$ cat config.mk
export PLATFORM = sky130hd
export DESIGN_NAME = interval_timer_sequencer
export DESIGN_NICKNAME = d
export VERILOG_FILES = /design/src/rtl/interval_timer_sequencer.sv
export SDC_FILE = /design/constraint.sdc
export NUM_CORES = 1
export LEC_CHECK = 0
export ABC_AREA = 0
export CORE_MARGIN = 2
export CORE_UTILIZATION = 53
export CTS_CLUSTER_DIAMETER = 100
export DETAILED_ROUTE_END_ITERATION = 10
export GPL_TIMING_DRIVEN = 0
export PLACE_DENSITY = 0.83
export RECOVER_POWER = 100
export SYNTH_ARGS = -nofsm -noshare
export SYNTH_HDL_FRONTEND = slang
export SYNTH_SLANG_ARGS = --single-unit
$ cat constraint.sdc
create_clock -name clk -period 4.4 [get_ports clk]
set_input_delay 1.32 -clock clk [delete_from_list [all_inputs] [get_ports clk]]
set_output_delay 1.32 -clock clk [all_outputs]
set_load 0.01 [all_outputs]
$ cat src/rtl/interval_timer_sequencer.sv
// Interval timer and four-entry timing table for the traffic light controller.
// A single countdown runs at one tick per CLK_DIV clocks and reports completion with a one-cycle expired pulse.
module interval_timer_sequencer #(
    parameter int CLK_DIV  = 4,
    parameter int DEF_BASE = 6,
    parameter int DEF_EXT  = 3,
    parameter int DEF_YEL  = 2,
    parameter int DEF_WALK = 3
) (
    input  logic       clk,
    input  logic       reset,
    input  logic       reprogram,
    input  logic [1:0] extTimeSelector,
    input  logic [3:0] extTimeValue,
    input  logic       start,
    input  logic [1:0] interval,
    output logic [3:0] tv,
    output logic       en,
    output logic [3:0] count,
    output logic       busy,
    output logic       expired,
    output logic       reprog_ack
);

    localparam int DIV_W = (CLK_DIV > 1) ? $clog2(CLK_DIV) : 1;
    localparam logic [DIV_W-1:0] DIV_LAST = DIV_W'(CLK_DIV - 1);

    typedef enum logic {IDLE, RUN} state_t;

    state_t           state;
    logic [DIV_W-1:0] div;
    logic [3:0]       tbl [4];

    // A zero interval would never expire, so it is promoted to one tick.
    function automatic logic [3:0] clamp_min1(input logic [3:0] v);
        return (v == 4'd0) ? 4'd1 : v;
    endfunction

    assign tv   = tbl[interval];
    assign busy = (state == RUN);
    assign en   = (state == RUN) && (div == DIV_LAST);

    always_ff @(posedge clk) begin
        if (reset) begin
            tbl[0]     <= 4'(DEF_BASE);
            tbl[1]     <= 4'(DEF_EXT);
            tbl[2]     <= 4'(DEF_YEL);
            tbl[3]     <= 4'(DEF_WALK);
            state      <= IDLE;
            div        <= '0;
            count      <= 4'd0;
            expired    <= 1'b0;
            reprog_ack <= 1'b0;
        end else begin
            expired    <= 1'b0;
            reprog_ack <= 1'b0;
            if (reprogram) begin
                // A table write always cancels any countdown in flight.
                tbl[extTimeSelector] <= clamp_min1(extTimeValue);
                reprog_ack           <= 1'b1;
                state                <= IDLE;
                div                  <= '0;
                count                <= 4'd0;
            end else if (start) begin
                count <= tbl[interval];
                div   <= '0;
                state <= RUN;
            end else if (state == RUN) begin
                div <= (div == DIV_LAST) ? '0 : div + DIV_W'(1);
                if (en) begin
                    if (count == 4'd1) begin
                        count   <= 4'd0;
                        state   <= IDLE;
                        expired <= 1'b1;
                    end else begin
                        count <= count - 4'd1;
                    end
                end
            end else begin
                div <= '0;
            end
        end
    end

endmodule

==> run metrics, run 1 <==
status finished clean; CTS tree built; H-tree Lvls 1; cells after synthesis 94; DR vias 801; Max clock buf depth 2; fin crit share 0.938; Starting Density 0.577; first-pass GRT wire length 3.46 mm; overall power 0.000431 W; layout cells sized above 1 0.0924; pin count of the biggest net entering global routing 14; Crit Path Class input pin to output pin; via count of the first global-routing pass 794; Core Rows 16; total core area 2000 µm²; fillers 156; drt first pass iters 4; Area growth syn-to-layout 23.1%; Lkg Pwr 0.538 nW; ys async rst share 0; largest fanout on the critical path 4; DRC 0; height of the chip 50.7 µm; Slew HR 0.676; CP startpoint kind input pin; Seq/Total Area, Yosys 0.572; die extent in x 50.7 µm; fmax 0.242 GHz; CTS Buf Count 3; total grt overflow 0; I/O pins 24; Avg Cell Area, Syn 12.3 µm²; Total Routed Length 1.99 mm; setup TNS 0 ns; worst-skew pair later-pin latency 0.31 ns; syn_nets 109; met2 routed WL 1.14 mm; Cell Pwr Density 303 nW/µm²; Vias per Instance 5.49; most common cell in the synthesized netlist edfxtp_1; Post-synth EDFFs 16; cell accounting for the most synthesized area edfxtp_1; RSZ-0062 raised after global routing false; maxcap violations 0; met3 WL 89 µm; top cells by area, synth edfxtp_1, dfxtp_1, mux4_1; most frequent cells after synthesis edfxtp_1, dfxtp_1, and2_1, nor3_1, nand2_1; initial antenna violation count 0; Net count, final 135; Worst Hold Class flip-flop to flip-flop; Detail Route Antenna Nets 0; Die Footprint 2570 µm²; Yosys reg bits 25; GPL Wtd Cong 0.750; Hold Vio Cnt, Final 0; top cell type's share of synthesized area 0.416; wire length per cell 13.6 µm; DRT met1 WL 745 µm; Clock Skews 0.00783 ns; Port Buffers 21; Clock Tree Root clkbuf_4; ANT cells 0; Highest Signal Layer met4; top_reg_cell synth edfxtp_1; Iteration-0 DRC Markers 9; Peak VDD IR 0.205 mV; Cell variety after synth 26; crit path time final 4.13 ns; CP arrival 2.81 ns; post-DP HPWL 1.64 mm; Reg clk slew, reported paths 0.12 ns; worst slew pin tran 0.486 ns; Worst Path Required 3.08 ns; Synth Cell Area 1150 µm²; clk sinks 25; YS warnings 0; final max-slew violation count 0; final setup violation count 0; Tot GR Track Use 0.185; crit end category output pin
## state kept, by name, summed over array words and instances (netlist names)
name / count
expired: 1
div: 2
reprog_ack: 1
tbl: 16
count: 4
busy: 1
## worst max-delay path, stage by stage
cell             delay (ns)
dlygate4sd3_1          0.62
mux4_2                 0.36
clkdlybuf4s50_1        0.50
## cell families (layout without fill, tap and decap cells)
kind of cell / Yosys count / count (layout) / synth area share
adder cells (fa/ha/maj): 3 / 3 / 0.0325
buffers and inverters: 7 / 32 / 0.0249
AND/OR/NAND/NOR: 42 / 42 / 0.204
multiplexers: 4 / 4 / 0.0878
flip-flops: 25 / 25 / 0.572
AO/OA/AOI/OAI: 11 / 11 / 0.0639
XOR/XNOR: 2 / 2 / 0.0152
## worst paths after layout
check | start | endpoint | slack (ns) | depth (start not counted)
worst max-delay path | interval[1] | tv[0] | 0.27 | 3
worst min-delay path | div[0] | div[0] | 0.44 | 1
worst max register to register | div[0] | count[0] | 2.86 | 5
worst min register to register | div[0] | div[0] | 0.44 | 1
## layout by cell type (no fill, tap or decap), types with 3 or more instances in the layout
cell,instances
nor3_1,7
o21ai_0,3
and2_0,5
nor2_1,3
a21oi_1,4
inv_1,4
dfxtp_1,9
ha_1,3
clkbuf_4,3
nand3_1,3
edfxtp_1,16
nor3b_1,4
dlygate4sd3_1,10
clkdlybuf4s50_1,10
or2_2,3
nand2b_1,4
mux4_1,3
nand2_1,6
## timing repair
action                     in CTS  in global routing
hold buffers                    0                  0
gates resized for setup         0                  1
setup endpoints to repair       0                  1
buffers inserted                0                  0
## metrics by stage
step | cell area, µm² | hold WS [ns] | cells | util | setup WS (ns)
after floorplan | 1150 | 0.404 | 94 | - | 1.17
after global placement | 1400 | 0.414 | 142 | 0.699 | 0.0581
after CTS | 1430 | 0.445 | 146 | 0.712 | 0.0355
final | 1420 | 0.442 | 146 | 0.710 | 0.274
after detailed placement | 1400 | 0.428 | 142 | 0.699 | 0.0355
after global routing | 1420 | 0.463 | 146 | 0.710 | 0.225
## where the power goes
group          internal, W  switching (W)
logic            0.0000345      0.0000285
registers         0.000264     0.00000641
clock network    0.0000354      0.0000619
total             0.000334      0.0000969
## area by class of cell
cell class | instances | area [µm²] | share of cell area
Sequential cell | 25 | 661 | 0.465
Timing Repair Buffer | 21 | 213 | 0.150
Multi-Input combinational cell | 62 | 459 | 0.323
Tap cell | 27 | 33.8 | 0.0238
Inverter | 5 | 18.8 | 0.0132
Buffer | 2 | 10.0 | 0.00704
Clock buffer | 4 | 26.3 | 0.0185
## metal layers
layer	vias up	track usage
li1	396	-
met1	380	0.194
met4	0	0.0811
met2	23	0.360
met3	2	0.0268
met5	-	0
No activity file was read; power rests on OpenSTA's default activity.
==> run 2: changes to the inputs <==
GPL_ROUTABILITY_DRIVEN = 0   (was default)
==> results of run 2 <==
The final DEF is identical to that of run 1; final timing and power are the same.
